`src/rtl/mbist_march_ctrl.sv`:
```
// mbist_march_ctrl: March C- BIST sequencer with 2-cycle read compare pipeline and first-fail capture
module mbist_march_ctrl #(
  parameter int DATA_WIDTH = 8,
  parameter int ADDR_WIDTH = 4,
  parameter int CAPACITY   = 15,
  parameter int CNT_WIDTH  = 8
) (
  input  logic                  clk,
  input  logic                  rst,
  input  logic                  start,
  output logic                  mem_write_read,
  output logic [ADDR_WIDTH-1:0] mem_address,
  output logic [DATA_WIDTH-1:0] mem_wdata,
  input  logic [DATA_WIDTH-1:0] mem_rdata,
  output logic                  busy,
  output logic                  done,
  output logic                  fail,
  output logic [ADDR_WIDTH-1:0] fail_addr,
  output logic [2:0]            fail_element,
  output logic [CNT_WIDTH-1:0]  fail_count
);
  typedef enum logic [2:0] {IDLE, PREP, RUN, DRAIN, DONE} state_t;
  localparam logic [ADDR_WIDTH-1:0] CAP = ADDR_WIDTH'(CAPACITY);
  state_t state_q, state_d;
  // elem/addr/ph point at the op to issue next; elem 6 means the march is exhausted
  logic [2:0] elem_q, elem_d, cur_elem_q, cur_elem_d, elem1_q, elem1_d, elem2_q, elem2_d;
  logic [ADDR_WIDTH-1:0] addr_q, addr_d, maddr_q, maddr_d, addr1_q, addr1_d, addr2_q, addr2_d;
  logic [ADDR_WIDTH-1:0] fail_addr_q, fail_addr_d;
  logic [DATA_WIDTH-1:0] wdata_q, wdata_d;
  logic [CNT_WIDTH-1:0] fail_cnt_q, fail_cnt_d;
  logic [2:0] fail_elem_q, fail_elem_d;
  logic ph_q, ph_d, drain_q, drain_d, we_q, we_d, cur_bg_q, cur_bg_d;
  logic v1_q, v1_d, v2_q, v2_d, bg1_q, bg1_d, bg2_q, bg2_d;
  logic busy_q, busy_d, done_q, done_d, fail_q, fail_d;
  logic single, down, last_addr, step, nx_down, nx_ph, bg_p, bg_nx, wr_p, mism;
  logic [2:0] nx_elem;
  logic [ADDR_WIDTH-1:0] nx_addr;
  always_comb begin
    single    = (elem_q == 3'd0) || (elem_q == 3'd5);
    down      = (elem_q == 3'd3) || (elem_q == 3'd4);
    last_addr = down ? (addr_q == '0) : (addr_q == CAP);
    step      = single || ph_q;
    nx_elem   = (step && last_addr) ? elem_q + 3'd1 : elem_q;
    nx_down   = (nx_elem == 3'd3) || (nx_elem == 3'd4);
    nx_addr   = !step ? addr_q : last_addr ? (nx_down ? CAP : '0) :
                down ? addr_q - ADDR_WIDTH'(1) : addr_q + ADDR_WIDTH'(1);
    nx_ph     = !step;
    bg_p      = ph_q ? (elem_q == 3'd1 || elem_q == 3'd3) : (elem_q == 3'd2 || elem_q == 3'd4);
    bg_nx     = nx_ph ? (nx_elem == 3'd1 || nx_elem == 3'd3) : (nx_elem == 3'd2 || nx_elem == 3'd4);
    wr_p      = (elem_q == 3'd0) || ph_q;
    mism      = v2_q && (mem_rdata != {DATA_WIDTH{bg2_q}});
    state_d     = state_q;
    elem_d      = elem_q;
    addr_d      = addr_q;
    ph_d        = ph_q;
    drain_d     = drain_q;
    we_d        = 1'b0;
    maddr_d     = '0;
    wdata_d     = '0;
    cur_bg_d    = bg_p;
    cur_elem_d  = elem_q;
    busy_d      = busy_q;
    done_d      = done_q;
    v1_d        = (state_q == RUN) && !we_q;
    bg1_d       = cur_bg_q;
    addr1_d     = maddr_q;
    elem1_d     = cur_elem_q;
    v2_d        = v1_q;
    bg2_d       = bg1_q;
    addr2_d     = addr1_q;
    elem2_d     = elem1_q;
    fail_d      = fail_q || mism;
    fail_addr_d = (mism && !fail_q) ? addr2_q : fail_addr_q;
    fail_elem_d = (mism && !fail_q) ? elem2_q : fail_elem_q;
    fail_cnt_d  = (mism && !(&fail_cnt_q)) ? fail_cnt_q + CNT_WIDTH'(1) : fail_cnt_q;
    case (state_q)
      IDLE, DONE: if (start) begin
        state_d     = PREP;
        busy_d      = 1'b1;
        done_d      = 1'b0;
        elem_d      = 3'd0;
        addr_d      = '0;
        ph_d        = 1'b0;
        fail_d      = 1'b0;
        fail_addr_d = '0;
        fail_elem_d = 3'd0;
        fail_cnt_d  = '0;
      end
      PREP, RUN: if (elem_q != 3'd6) begin
        state_d = RUN;
        we_d    = wr_p;
        maddr_d = addr_q;
        wdata_d = {DATA_WIDTH{bg_nx}};
        elem_d  = nx_elem;
        addr_d  = nx_addr;
        ph_d    = nx_ph;
      end else begin
        state_d = DRAIN;
        drain_d = 1'b0;
      end
      DRAIN: begin
        drain_d = 1'b1;
        state_d = drain_q ? DONE : DRAIN;
        busy_d  = !drain_q;
        done_d  = drain_q;
      end
      default: state_d = IDLE;
    endcase
  end
  always_ff @(posedge clk) begin
    if (rst) begin
      state_q     <= IDLE;
      elem_q      <= '0;
      addr_q      <= '0;
      ph_q        <= 1'b0;
      drain_q     <= 1'b0;
      we_q        <= 1'b0;
      maddr_q     <= '0;
      wdata_q     <= '0;
      cur_bg_q    <= 1'b0;
      cur_elem_q  <= '0;
      v1_q        <= 1'b0;
      v2_q        <= 1'b0;
      bg1_q       <= 1'b0;
      bg2_q       <= 1'b0;
      addr1_q     <= '0;
      addr2_q     <= '0;
      elem1_q     <= '0;
      elem2_q     <= '0;
      busy_q      <= 1'b0;
      done_q      <= 1'b0;
      fail_q      <= 1'b0;
      fail_addr_q <= '0;
      fail_elem_q <= '0;
      fail_cnt_q  <= '0;
    end else begin
      state_q     <= state_d;
      elem_q      <= elem_d;
      addr_q      <= addr_d;
      ph_q        <= ph_d;
      drain_q     <= drain_d;
      we_q        <= we_d;
      maddr_q     <= maddr_d;
      wdata_q     <= wdata_d;
      cur_bg_q    <= cur_bg_d;
      cur_elem_q  <= cur_elem_d;
      v1_q        <= v1_d;
      v2_q        <= v2_d;
      bg1_q       <= bg1_d;
      bg2_q       <= bg2_d;
      addr1_q     <= addr1_d;
      addr2_q     <= addr2_d;
      elem1_q     <= elem1_d;
      elem2_q     <= elem2_d;
      busy_q      <= busy_d;
      done_q      <= done_d;
      fail_q      <= fail_d;
      fail_addr_q <= fail_addr_d;
      fail_elem_q <= fail_elem_d;
      fail_cnt_q  <= fail_cnt_d;
    end
  end
  assign mem_write_read = we_q;
  assign mem_address    = maddr_q;
  assign mem_wdata      = wdata_q;
  assign busy           = busy_q;
  assign done           = done_q;
  assign fail           = fail_q;
  assign fail_addr      = fail_addr_q;
  assign fail_element   = fail_elem_q;
  assign fail_count     = fail_cnt_q;
endmodule

```
`config.mk`:
```
export PLATFORM = sky130hd
export DESIGN_NAME = mbist_march_ctrl
export DESIGN_NICKNAME = d
export VERILOG_FILES = /design/src/rtl/mbist_march_ctrl.sv
export SDC_FILE = /design/constraint.sdc
export NUM_CORES = 1
export LEC_CHECK = 0
export ABC_AREA = 1
export CAP_MARGIN = 20
export CORE_MARGIN = 2
export CORE_UTILIZATION = 55
export CTS_BUF_LIST = sky130_fd_sc_hd__clkbuf_8
export DETAILED_ROUTE_END_ITERATION = 8
export GPL_TIMING_DRIVEN = 0
export PLACE_DENSITY = 0.9
export SYNTH_ARGS = -nofsm -noshare
export SYNTH_HDL_FRONTEND = slang
export SYNTH_SLANG_ARGS = --single-unit
```
`constraint.sdc`:
```
create_clock -name clk -period 3.26 [get_ports clk]
set_clock_uncertainty 0.1 [all_clocks]
set_input_delay 0.489 -clock clk [delete_from_list [all_inputs] [get_ports clk]]
set_output_delay 0.489 -clock clk [all_outputs]
set_load 0.03 [all_outputs]
```
; Yosys cells after proc, flatten, opt, wreduce, memory -nomap -nowiden
; Index checks and enable logic that the tools add are counted.
[totals]
regBits = 58
latch_bits = 0
mem_bits_rw = 0
mem_bits_ro = 0
inputBits = 11
out_inout_bits = 31
word_cells = 121
memories = 0
[op_classes]
add_sub_neg = 4
n_mul = 0
n_div = 0
magnitude_cmp = 0
n_eq_ne = 20
shifts = 0
n_mux = 37
bitwise = 2
reduce_logical = 34
[op_table]
columns = op, n
row1 = $mux W4, 9
row2 = $mux W3, 8
row3 = $mux W8, 3
row4 = $eq A3 B2 Y1 const B, 6
row5 = $eq A3 B3 Y1 const B, 4
row6 = $logic_or A1 B1 Y1, 10
row7 = $mux W1, 10
row8 = $eq A3 B1 Y1 const B, 3
row9 = $pmux W3 S3, 1
row10 = $add A8 B1 Y8 const B, 1
row11 = $ne A2 B2 Y1 const B, 4
row12 = $ne A8 B8 Y1, 1
row13 = $pmux W1 S2, 4
row14 = $pmux W4 S2, 1
row15 = $reduce_and A8 Y1, 1
row16 = $logic_not A3 Y1, 2
row17 = $pmux W3 S2, 1
row18 = $reduce_bool A2 Y1, 3
row19 = $logic_and A1 B1 Y1, 5
row20 = $logic_not A1 Y1, 5
row21 = $add A4 B1 Y4 const B, 1
row22 = $eq A4 B4 Y1 const B, 1
row23 = $logic_not A4 Y1, 1
row24 = $reduce_and A2 Y1, 2
row25 = other kinds (8), 10

; Logic depth before layout (Yosys ltp)
[logic_depth]
ltp_word = 12
depth_mapped = 14
mapped_depth_nobuf = 14

; Least setup slack after synthesis
; Ideal clock, no wire load.
[synth_path]
kind = register to register
startpoint = reg elem_q[0], in the netlist cur_elem_d[0]
endpoint = reg addr_q[3]
setup_ps = 66
arrival_time_ps = 1886
t_required_ps = 3094
slack_ps = 1208
stages_incl_launch_ff = 12
path_buffers = 0
synth_period_minus_slack_ps = 2052
cell_sequence = dfxtp_1 > inv_1 > ha_1 > nand2_2 > nand2_8 > ha_1 > a21oi_1 > nand2_1 > xor2_1 > a21oi_1 > nand2_1 > a21oi_2
[synth_between]
elab_chain_cells = 12
elab_cells_between_ends = 24
cone_classes = add/sub (1) / eq/ne (8) / mux (8) / reduce/logical (7)
[synth_lines]
columns = element, line
row1 = from (decl), 26  ; logic [2:0] elem_q, elem_d, cur_elem_q, cur_elem_d, elem1_q, elem1_d, elem2_q, elem2_d;
row2 = from (signal assigned), 138  ; elem_q <= elem_d;
row3 = $eq A3 B2 Y1 (tied with other cells), 40  ; down = (elem_q == 3'd3) || (elem_q == 3'd4);
row4 = $logic_or A1 B1 Y1 (on tied branches), "40, 39"
row5 = $mux W1 / $logic_or A1 B1 Y1 (equally long branches), "41, 42"
row6 = $logic_and A1 B1 Y1, 43  ; nx_elem = (step && last_addr) ? elem_q + 3'd1 : elem_q;
row7 = $mux W3, 43
row8 = $eq A3 B2 Y1 / $eq A3 B3 Y1 (equally long branches), 44  ; nx_down = (nx_elem == 3'd3) || (nx_elem == 3'd4);
row9 = $logic_or A1 B1 Y1, 44
row10 = $mux W4 (3 in a row), 45  ; nx_addr = !step ? addr_q : last_addr ? (nx_down ? CAP : '0) :
row11 = $mux W4, 89  ; PREP, RUN: if (elem_q != 3'd6) begin
row12 = $pmux W4 S2, 76  ; case (state_q)
row13 = to (signal assigned), 139  ; addr_q <= addr_d;
row14 = to (decl), 27  ; logic [ADDR_WIDTH-1:0] addr_q, addr_d, maddr_q, maddr_d, addr1_q, addr1_d, addr2_q, addr2_d;
; Parallel ways exist; a longest one is shown, timed or not. The select of a mux whose other input is x is not followed.
; A chain may end at the register's enable or synchronous reset.

; Worst setup path in the final report
; Same ends and word-level chain as after synthesis.

==> metrics <==
fin crit period=around 2.3 ns; Fmax=432 MHz; num rows=25; drt initial violations=94; Net Sw Power=between 0.0004 and 0.0005 W; antenna viol nets, final=0; grt total ovfl=0; final hold violations=0; DRT Pass-1 Iters=4; Slew Limit Headroom=~70%; area of the die=0.00552 mm2; clock transition at the registers of the reported paths=0.07 ns; synth unique cells=32; Setup TNS=0 ns; CP Capture Type=flip-flop; Clock Sinks=58; clock latency on the worst-skew pair=0.34 ns; H-tree depth=3; Post-Syn Instances=roughly 350; Initial Util=57.1%; Yosys Warn Count=0; Routed WL=5350 um; final worst setup slack=0.944 ns; hold_buf cts=0; CP Launch Type=flip-flop; hpwl dp=approximately 3800 um; Least-Margin Pin Slew=0.443 ns; Post-Syn Area=0.00272 mm2; Syn Nets=367; vias per cell=approximately 5.0; fill cell count=about 380; antenna diode count=0; CP Max Fanout=7; r2r startpoint=cur_elem_d[0]; status=complete, no violations; pin count of the biggest net entering global routing=12; Port-buffer cells=40; CTS tree=built; clock share of power=39.8%; VDD IR max=around 0.28 mV; Int Pwr=0.00116 W; clock root buffer master=clkbuf_8; flops & latches, synth=slightly below 60; Logic pwr share=between 10% and 20%; dpl ws=1.02 ns; Resized cells post-CTS=0; layout cells sized above 1=roughly 15%; sw frac=between 20% and 30%; global-route wire length before repair=9070 um; commonest non-fill, non-tap cells in the layout=58 x nor2_1, 58 x dfxtp_1, 52 x inv_1, 50 x nand2_1, 40 x clkdlybuf4s50_1; DIE HEIGHT=74.3 um; P_leak=1.39 nW; Critical path origin=cur_elem_d[0]; Max Slew Vio Count=0; I/O pin count=42; initial antenna violation count=0; HP Start=v1_q; Final Setup Violations=0; Synth top area share=between 40% and 50%; Req. time, crit path=3.43 ns; Die W=74.3 um; vias in the first global route=2274; GRT Resource Usage Total=21.2%; Core Region=about 0.0048 mm2; deepest clock path buffer count=2; kind of critical path=reg2reg; CTS buffer count=9; Sequential Power Share=46.8%; synth top area cells=dfxtp_1 43%, nor2_1 8.0%, inv_1 7.2%, nand2_1 6.9%, ha_1 4.1%; setup bufs post-CTS=0; RSZ-0062 raised after global routing=false; routed len/inst=11.4 um; nets=418; syn avg cell area=7.85 um2; Critical Path AT=~2.5 ns; max_cap viols=0; Post-route DRC=0; Vias=2340; Worst Hold Margin=0.303 ns; PD cells=478 mW/mm2; period utilization=just over 70%; Synth area leader=dfxtp_1; synth-to-layout area growth=24.9%; Hold WC Path Type=reg2reg; sequential area share after synthesis=between 40% and 50%; GP Congestion=0.852
## area by class of cell
class / count / area (um2) / area share, %
inverters: 56 / 218 / 6.42
clock buffers: 9 / 124 / 3.65
flip-flops and latches: 58 / 1160 / 34.2
repair buffers: 40 / 400 / 11.8
clock inverters: 7 / 68.8 / 2.03
well taps: 67 / 83.8 / 2.47
multi-input cells: 219 / 1250 / 36.8
plain buffers: 13 / 87.6 / 2.58
## power groups by stage
stage | clock (W) | combinational, W | sequential [W]
floorplan | 0 | 0.000131 | 0.000791
global placement | 0 | 0.000213 | 0.000773
detailed placement | 0 | 0.000216 | 0.000774
CTS | 0.000652 | 0.000217 | 0.000758
global route | 0.000688 | 0.000242 | 0.000762
finish | 0.000645 | 0.000217 | 0.000759
## metal layers
metal,track usage (%),up-vias,wire length (um)
met5,0,-,0
li1,-,1183,-
met2,39.0,77,2660
met3,6.10,12,298
met1,22.8,1068,2280
met4,8.53,0,116
## state kept, by name, summed over array words and instances, names as in the netlist, 3 cells and up
name	cells
addr2_q	4
fail_addr	4
fail_element	3
fail_count	8
cur_elem_d	3
cur_elem_q	3
elem1_q	3
state_q	3
addr1_q	4
elem2_q	3
mem_address	4
addr_q	4
## final timing paths
kind | end | slack (ns) | cells past startpoint
worst max-delay path | addr_q[3] | 0.94 | 11
worst min-delay path | v2_q | 0.30 | 2
worst max register to register | addr_q[3] | 0.94 | 11
worst min register to register | v2_q | 0.30 | 2
## cell usage after synthesis
cell / n
nor2_2: 3
a311oi_1: 1
dfxtp_1: 58
inv_2: 3
buf_2: 1
nand3_1: 13
nand2_2: 9
clkbuf_1: 3
ha_1: 9
a21oi_2: 4
buf_4: 8
xnor2_1: 3
inv_8: 1
a21oi_1: 16
nor4_1: 2
nand3_2: 5
o21ai_1: 4
or2_2: 1
o31ai_1: 1
o21ai_0: 10
inv_1: 52
nand2_8: 2
nand4_1: 10
nand2_4: 6
buf_6: 1
a211oi_1: 4
xor2_1: 4
fa_1: 1
nor2_1: 58
nor3_1: 1
nand3_4: 2
nand2_1: 50
## worst max-delay path: stages, from the launching register on
cell	delay [ns]
dfxtp_1	0.42
inv_1	0.17
ha_1	0.28
nand2_2	0.13
nand2_8	0.08
ha_1	0.32
a21oi_1	0.18
nand2_1	0.08
xor2_1	0.17
a21oi_1	0.13
nand2_1	0.08
a21oi_2	0.10
## cell families after synthesis
family                     synth area share (%)
buffers and inverters                      11.2
adders and majority gates                  4.88
and+or+nand+nor                            30.4
AOI/OAI and AO/OA                          8.52
DFF                                        42.7
xor gates and xnor gates                   2.26
## metrics by stage
step           power, W  util [%]  cell area [um2]  cells
2_1_floorplan  0.000922         -             2720    346
6_report        0.00162      71.4             3390    469
5_1_grt         0.00169      71.4             3390    469
4_1_cts         0.00163      71.4             3390    469
3_5_place_dp   0.000990      67.3             3200    453
3_3_place_gp   0.000986      67.3             3200    453
(Power assumes the default switching activity.)
